<file path="config.mk">
export PLATFORM = sky130hd
export DESIGN_NAME = pocket_video_mode_ctrl
export DESIGN_NICKNAME = d
export VERILOG_FILES = /design/src/rtl/pocket_video_pkg.sv /design/src/rtl/pocket_vs_edge.sv /design/src/rtl/pocket_video_mode_ctrl.sv
export SDC_FILE = /design/constraint.sdc
export NUM_CORES = 1
export LEC_CHECK = 0
export ABC_AREA = 1
export BUFFER_PORTS_ARGS = -buffer_cell sky130_fd_sc_hd__buf_2
export CAP_MARGIN = 10
export CORE_MARGIN = 5
export CORE_UTILIZATION = 50
export CTS_CLUSTER_DIAMETER = 30
export DETAILED_ROUTE_END_ITERATION = 10
export PLACE_DENSITY = 0.68
export SYNTH_ARGS = -nofsm -noshare
export SYNTH_HDL_FRONTEND = slang
export SYNTH_SLANG_ARGS = --single-unit
</file>
<file path="constraint.sdc">
create_clock -name iPCLK -period 2.2 [get_ports iPCLK]
set_input_delay 0.11 -clock iPCLK [delete_from_list [all_inputs] [get_ports iPCLK]]
set_output_delay 0.11 -clock iPCLK [all_outputs]
set_load 0.1 [all_outputs]
</file>
<file path="src/rtl/pocket_video_pkg.sv">
// -----------------------------------------------------------------------------
// pocket_video_pkg
// Shared types for the Pocket video preset sequencer and its helpers.
//   PRESET_W : width of a scaler preset code
//   preset_t : scaler preset code
//   state_e  : preset-change sequencer states
// -----------------------------------------------------------------------------
package pocket_video_pkg;

  localparam int unsigned PRESET_W = 3;

  typedef logic [PRESET_W-1:0] preset_t;

  typedef enum logic [1:0] {
    IDLE    = 2'd0,
    WAIT_VS = 2'd1,
    MUTE    = 2'd2,
    DONE    = 2'd3
  } state_e;

endpackage

</file>
<file path="src/rtl/pocket_vs_edge.sv">
// -----------------------------------------------------------------------------
// pocket_vs_edge
// Vsync rising-edge detector with a wrapping frame counter. Usable by any
// video block that needs frame-boundary timing.
//   clk_i       : pixel clock
//   rst_ni      : asynchronous active-low reset
//   vs_i        : Vsync level, active high, synchronous to clk_i
//   vs_rise_o   : high in the cycle where vs_i rises (combinational)
//   frame_cnt_o : count of Vsync rising edges, registered, wraps to 0
// -----------------------------------------------------------------------------
module pocket_vs_edge #(
  parameter int unsigned CNT_W = 16
) (
  input  logic             clk_i,
  input  logic             rst_ni,
  input  logic             vs_i,
  output logic             vs_rise_o,
  output logic [CNT_W-1:0] frame_cnt_o
);

  logic             vs_q;
  logic [CNT_W-1:0] cnt_q;
  logic [CNT_W-1:0] cnt_d;

  assign vs_rise_o   = vs_i & ~vs_q;
  assign frame_cnt_o = cnt_q;

  // Next frame count: advance on every Vsync rising edge, natural wrap.
  always_comb begin
    cnt_d = cnt_q;
    if (vs_rise_o) begin
      cnt_d = cnt_q + {{(CNT_W-1){1'b0}}, 1'b1};
    end else begin
      cnt_d = cnt_q;
    end
  end

  // Vsync history and frame counter registers.
  always_ff @(posedge clk_i or negedge rst_ni) begin
    if (!rst_ni) begin
      vs_q  <= 1'b0;
      cnt_q <= {CNT_W{1'b0}};
    end else begin
      vs_q  <= vs_i;
      cnt_q <= cnt_d;
    end
  end

endmodule

</file>
<file path="src/rtl/pocket_video_mode_ctrl.sv">
// -----------------------------------------------------------------------------
// pocket_video_mode_ctrl
// Sequences scaler preset changes for the Pocket display path. A request is
// taken over a req/ack handshake, the new preset is applied only on a Vsync
// rising edge (or forced after a timeout when Vsync is absent), and RGB is
// muted for MUTE_FRAMES whole frames after the switch so the scaler never
// sees a torn frame.
//   iPCLK       : pixel clock, sole clock
//   iRST_N      : asynchronous active-low reset
//   iREQ        : preset change request (level), sampled only in IDLE
//   iPRESET_REQ : requested preset, sampled with iREQ
//   iVS         : core Vsync level, active high
//   oPRESET     : active preset to the video output stage
//   oMUTE       : force RGB to 0 while high
//   oBUSY       : request accepted, not yet acknowledged
//   oACK        : one-cycle pulse, request complete
//   oTIMEOUT    : one-cycle pulse, switch forced without a Vsync edge
//   oFRAME_CNT  : count of Vsync rising edges, wraps
// -----------------------------------------------------------------------------
module pocket_video_mode_ctrl
  import pocket_video_pkg::*;
#(
  parameter int unsigned MUTE_FRAMES  = 2,
  parameter preset_t     RESET_PRESET = 3'd0,
  parameter int unsigned TIMEOUT_CLKS = 1048576
) (
  input  logic                iPCLK,
  input  logic                iRST_N,
  input  logic                iREQ,
  input  logic [PRESET_W-1:0] iPRESET_REQ,
  input  logic                iVS,
  output logic [PRESET_W-1:0] oPRESET,
  output logic                oMUTE,
  output logic                oBUSY,
  output logic                oACK,
  output logic                oTIMEOUT,
  output logic [15:0]         oFRAME_CNT
);

  localparam int unsigned MC_W = (MUTE_FRAMES == 0) ? 1 : $clog2(MUTE_FRAMES + 1);
  localparam int unsigned TO_W = $clog2(TIMEOUT_CLKS);
  localparam logic [MC_W-1:0] MUTE_LOAD = MC_W'(MUTE_FRAMES);
  localparam logic [TO_W-1:0] TO_LAST   = TO_W'(TIMEOUT_CLKS - 1);
  localparam logic            MUTE_ON   = (MUTE_FRAMES != 0);

  state_e          state_q,    state_d;
  preset_t         pending_q,  pending_d;
  preset_t         preset_q,   preset_d;
  logic            mute_q,     mute_d;
  logic            busy_q,     busy_d;
  logic            ack_q,      ack_d;
  logic            tout_q,     tout_d;
  logic [MC_W-1:0] mute_cnt_q, mute_cnt_d;
  logic [TO_W-1:0] to_cnt_q,   to_cnt_d;
  logic            vs_rise_s;
  logic            switch_s;

  pocket_vs_edge #(
    .CNT_W (16)
  ) u_vs_edge (
    .clk_i       (iPCLK),
    .rst_ni      (iRST_N),
    .vs_i        (iVS),
    .vs_rise_o   (vs_rise_s),
    .frame_cnt_o (oFRAME_CNT)
  );

  assign oPRESET  = preset_q;
  assign oMUTE    = mute_q;
  assign oBUSY    = busy_q;
  assign oACK     = ack_q;
  assign oTIMEOUT = tout_q;

  // Next-state and output logic of the preset-change sequencer.
  always_comb begin
    state_d    = state_q;
    pending_d  = pending_q;
    preset_d   = preset_q;
    mute_d     = mute_q;
    busy_d     = busy_q;
    ack_d      = 1'b0;
    tout_d     = 1'b0;
    mute_cnt_d = mute_cnt_q;
    to_cnt_d   = to_cnt_q;
    switch_s   = 1'b0;

    case (state_q)
      IDLE: begin
        // A Vsync edge coinciding with acceptance is deliberately not used:
        // the switch waits for the next full frame boundary.
        if (iREQ) begin
          pending_d = iPRESET_REQ;
          busy_d    = 1'b1;
          if (iPRESET_REQ == preset_q) begin
            state_d = DONE;
          end else begin
            state_d  = WAIT_VS;
            to_cnt_d = {TO_W{1'b0}};
          end
        end else begin
          state_d = IDLE;
        end
      end

      WAIT_VS: begin
        if (vs_rise_s) begin
          switch_s = 1'b1;
        end else if (to_cnt_q == TO_LAST) begin
          switch_s = 1'b1;
          tout_d   = 1'b1;
        end else begin
          to_cnt_d = to_cnt_q + {{(TO_W-1){1'b0}}, 1'b1};
        end

        if (switch_s) begin
          preset_d   = pending_q;
          mute_d     = MUTE_ON;
          mute_cnt_d = MUTE_LOAD;
          state_d    = MUTE_ON ? MUTE : DONE;
        end else begin
          state_d = WAIT_VS;
        end
      end

      MUTE: begin
        // mute_cnt counts the frames still to be blanked; the edge that
        // sees it at 1 ends the last muted frame.
        if (vs_rise_s) begin
          mute_cnt_d = mute_cnt_q - {{(MC_W-1){1'b0}}, 1'b1};
          if (mute_cnt_q == {{(MC_W-1){1'b0}}, 1'b1}) begin
            mute_d  = 1'b0;
            state_d = DONE;
          end else begin
            state_d = MUTE;
          end
        end else begin
          state_d = MUTE;
        end
      end

      DONE: begin
        ack_d   = 1'b1;
        busy_d  = 1'b0;
        state_d = IDLE;
      end

      default: begin
        state_d  = IDLE;
        busy_d   = 1'b0;
        mute_d   = 1'b0;
      end
    endcase
  end

  // Sequencer state and registered outputs.
  always_ff @(posedge iPCLK or negedge iRST_N) begin
    if (!iRST_N) begin
      state_q    <= IDLE;
      pending_q  <= RESET_PRESET;
      preset_q   <= RESET_PRESET;
      mute_q     <= 1'b0;
      busy_q     <= 1'b0;
      ack_q      <= 1'b0;
      tout_q     <= 1'b0;
      mute_cnt_q <= {MC_W{1'b0}};
      to_cnt_q   <= {TO_W{1'b0}};
    end else begin
      state_q    <= state_d;
      pending_q  <= pending_d;
      preset_q   <= preset_d;
      mute_q     <= mute_d;
      busy_q     <= busy_d;
      ack_q      <= ack_d;
      tout_q     <= tout_d;
      mute_cnt_q <= mute_cnt_d;
      to_cnt_q   <= to_cnt_d;
    end
  end

endmodule

</file>
==> impl_results.rst <==
.. list-table::
   :header-rows: 1

   * - Metric
     - Value
   * - Final-stage net count
     - 407
   * - Simple-gate share of the synthesized area
     - 34.8%
   * - Antenna violations before repair
     - 0
   * - Startpoint of the tightest hold check path
     - iPRESET_REQ[1]
   * - CP max FO
     - 13
   * - TritonCTS clock tree
     - built
   * - Number of failing hold endpoints at the final stage
     - 0
   * - Growth of design area from synthesis to finish
     - 13.8%
   * - Top Ports
     - 30
   * - Final worst path period share
     - 83.9%
   * - Maximum number of pins on one net before global-route repair
     - 52
   * - Post-synth cell types
     - 28
   * - Final wirelength
     - 5460 um
   * - Warning count from the yosys run
     - 0
   * - Worst-margin pin slew
     - 0.496 ns
   * - Static leakage
     - 1.72 nW
   * - Largest vdd supply drop
     - 0.702 mV
   * - Global-route usage over all layers
     - 16.5%
   * - Skew final
     - 0.00984 ns
   * - Fraction of the mapped netlist area in compound gates
     - 3.33%
   * - Post-synthesis mux area share
     - 0%
   * - Xor/xnor cell area share of the yosys netlist
     - 7.46%
   * - Crit Path Category
     - flip-flop to flip-flop
   * - Initial DRC Count
     - 167
   * - Y dimension of the die
     - 85.1 um
   * - Number of rows in the core area
     - 27
   * - Count of buffer and inverter cells on the critical path
     - 2
   * - Num CTS Buffers
     - 5
   * - Cell area after technology mapping
     - 0.00282 mm^2
   * - WHS Path Cells
     - 3
   * - Initial core utilization
     - 51.2%
   * - Worst-path clk slew
     - 0.09 ns
   * - Largest family of logic cells by synthesized area
     - simple AND/OR/NAND/NOR gates
   * - Die width
     - 85.1 um
   * - Met3 Resource Use GR
     - 2.91%
   * - Cell Chain, Critical Path
     - inv_1, ha_1, inv_1, nor2_1, a21oi_1, nor2_2, nand2_1, nand2_1
   * - GR Util met1
     - 23.5%
   * - Met2 usage
     - 25.8%
   * - Number of maximum-capacitance violations
     - 0
   * - Reg2Reg Launch Point
     - state_q[1]$_DFF_PN0_
   * - Clk buf depth
     - 2
   * - DPL Wire Length
     - 3850 um
   * - Area leader, netlist
     - dfrtp_1
   * - Seq cells post-synth
     - 51
   * - Result of the run
     - finished, final reports clean
   * - Arr. time, crit path
     - 2.10 ns
   * - Final weighted congestion in routability-driven placement
     - 0.818
   * - Sequential element share of the synthesized area
     - 45.3%
   * - Sum Neg Setup Slack
     - 0 ns
   * - Relative slew margins
     - 67.2%
   * - Top post-synthesis cells by area
     - dfrtp_1 (45%), nand2_1 (19%), xor2_1 (5.0%)
   * - Vias after detailed routing
     - 2,260
   * - Final total power
     - 3.67 mW
   * - Clock Sinks
     - 51
   * - Setup Buffers After CTS
     - 0
   * - Floorplan die area
     - 0.00724 mm^2
   * - Areal power density over the cells
     - 1140 mW/mm^2
   * - Adder and majority gate portion of the synthesized area
     - 3.11%
   * - Register-to-register path setup slack
     - 0.35 ns
   * - # port buffers
     - 29
   * - Achievable clock frequency
     - 542 MHz
   * - Number of fillers in the final layout
     - 530
   * - Final Setup Violations
     - 0
   * - Capturing point of the worst reg2reg path
     - to_cnt_q[10]$_DFFE_PN0P_
   * - Latest clock arrival within the worst-skew pair
     - 0.31 ns
   * - Drt drc
     - 0
   * - Count of cells along the worst register-to-register path
     - 8
   * - Number of iterations in the first detailed-routing pass
     - 4
   * - Kind of cell adding the most delay to the critical path
     - simple AND/OR/NAND/NOR gates
   * - Required time of the worst setup path
     - 2.45 ns
   * - Number of instances in the synthesized netlist
     - 357
   * - Post-detailed-route wirelength per cell
     - 11.7 um
   * - Wire length of the first global-routing pass
     - 9890 um
   * - Count of pins over their slew limit
     - 0
   * - Share of the synthesized area in the top cell type
     - 45.3%
   * - Fraction of final layout cells with drive strength greater than 1
     - 14.7%
   * - Element type at the critical path end
     - flip-flop
   * - Mapped Avg Cell Area
     - 7.90 um^2
   * - Post-DRT Antenna Nets
     - 0
   * - Global route hottest layer
     - met2
   * - Placeable core region
     - 0.00551 mm^2
   * - Startpoint type of the worst setup path
     - flip-flop
   * - Overflow left after global routing
     - 0
   * - Time the worst path needs with I/O delays and setup
     - 1.85 ns
   * - Post-DR vias/cell
     - 4.85
   * - Via count of the first global-routing pass
     - 2,151
   * - Hold crit path type
     - input port to flip-flop
   * - Number of levels in the clock H-tree
     - 2
   * - Standard cell with the maximum stage delay on the critical path
     - dfrtp_1
   * - Count of antenna diodes in the layout
     - 0
   * - Path length in cells of the critical path
     - 8
   * - RSZ-0062 raised after global routing
     - no
   * - Clock tree root buffer cell
     - clkbuf_8
   * - Net count of the mapped netlist
     - 371
   * - Hold Path Sink
     - pending_q[1]$_DFFE_PN0P_
   * - Peak per-stage delay on the critical path
     - 0.41 ns
## layer usage
layer	vias up	part of all wire [%]
met1	1054	50
met5	-	0
met4	0	1.3
met3	8	3.1
met2	27	46
li1	1171	-
## cells in the mapped netlist
cell type	count
nand2_1	143
dfrtp_1	51
inv_1	35
nor2_1	33
xor2_1	16
o21ai_0	10
nand3_1	9
xnor2_1	8
ha_1	7
nand4_1	5
a21oi_1	4
nor2_2	4
buf_6	3
nand2_4	3
nand3b_1	3
nor2_4	3
nor3_1	3
nor3b_1	3
nand2_2	2
nor3_2	2
o21ai_1	2
or2_2	2
a21boi_0	1
a31oi_1	1
clkbuf_1	1
nand3_2	1
nand3_4	1
nor2_8	1
## repair_timing
action,4_1_cts,5_1_grt
hold buffers,2,0
setup endpoints to repair,0,16
resized for setup,0,1
hold endpoints to repair,52,0
## worst max-delay path by stage
stage / slack, ns / end / startpoint
after CTS: 0.22 / to_cnt_q[10]$_DFFE_PN0P_ / state_q[1]$_DFF_PN0_
after global placement: 0.35 / to_cnt_q[16]$_DFFE_PN0P_ / state_q[1]$_DFF_PN0_
after floorplan: 0.17 / u_vs_edge.frame_cnt_o[13]$_DFFE_PN0P_ / u_vs_edge.frame_cnt_o[0]$_DFFE_PN0P_
final: 0.35 / to_cnt_q[10]$_DFFE_PN0P_ / state_q[1]$_DFF_PN0_
after detailed placement: 0.28 / to_cnt_q[11]$_DFFE_PN0P_ / state_q[1]$_DFF_PN0_
after global routing: 0.09 / to_cnt_q[10]$_DFFE_PN0P_ / state_q[1]$_DFF_PN0_
## report_power, final
| group | switching [mW] | total [mW] | leakage [nW] | internal [mW] |
|---|---|---|---|---|
| Clock | 0.322 | 0.776 | 0.0644 | 0.453 |
| Combinational | 1.30 | 1.64 | 0.981 | 0.341 |
| Sequential | 0.137 | 1.25 | 0.675 | 1.11 |
## state kept, by name (all words and copies together), names as in the netlist
| name | cells |
|---|---|
| u_vs_edge.frame_cnt_o | 16 |
| u_vs_edge.vs_q | 1 |
| pending_q | 3 |
| to_cnt_q | 20 |
| oMUTE | 1 |
| state_q | 2 |
| oTIMEOUT | 1 |
| mute_cnt_q | 2 |
| oACK | 1 |
| oPRESET | 3 |
| oBUSY | 1 |
## stage by stage
stage	hold slack (ns)	util, %	area [um^2]	instances	setup WS, ns
after floorplan	-0.186	-	2820	357	0.170
after global placement	0.123	55.3	3040	456	0.349
after detailed placement	0.123	55.3	3040	456	0.281
after CTS	0.0396	58.1	3200	466	0.225
after global routing	0.0354	58.3	3210	466	0.0934
final	0.0377	58.3	3210	466	0.353
## tightest hold or removal path: cells and delay by family
kind                   cells  cell delay (ns)
buffers and inverters      1             0.09
AO/OA/AOI/OAI              1             0.06
AND/OR/NAND/NOR            1             0.05
## kinds of logic after synthesis
family | after synthesis
AO/OA/AOI/OAI | 18
XOR/XNOR | 24
adder cells (fa/ha/maj) | 7
buffers and inverters | 39
flip-flops | 51
AND/OR/NAND/NOR | 218
## placed cells by master, fill, tap and decap left out, drive strengths merged
cell type	instances
a21boi	1
a21oi	4
a31oi	1
buf	31
bufinv	2
clkbuf	5
clkinvlp	1
dfrtp	51
dlygate4sd3	2
ha	7
inv	35
nand2	148
nand3	11
nand3b	3
nand4	5
nor2	41
nor3	5
nor3b	3
o21ai	12
or2	2
xnor2	8
xor2	16
## area by class of cell
cell class | count | area [um^2] | area share, %
clock buffer | 5 | 68.8 | 2.15
clock inverter | 3 | 67.6 | 2.11
inverter | 35 | 131 | 4.10
multi-input combinational | 267 | 1380 | 43.1
sequential | 51 | 1280 | 39.8
tap | 72 | 90.1 | 2.81
timing repair buffer | 33 | 193 | 6.01
(Power assumes the default switching activity.)
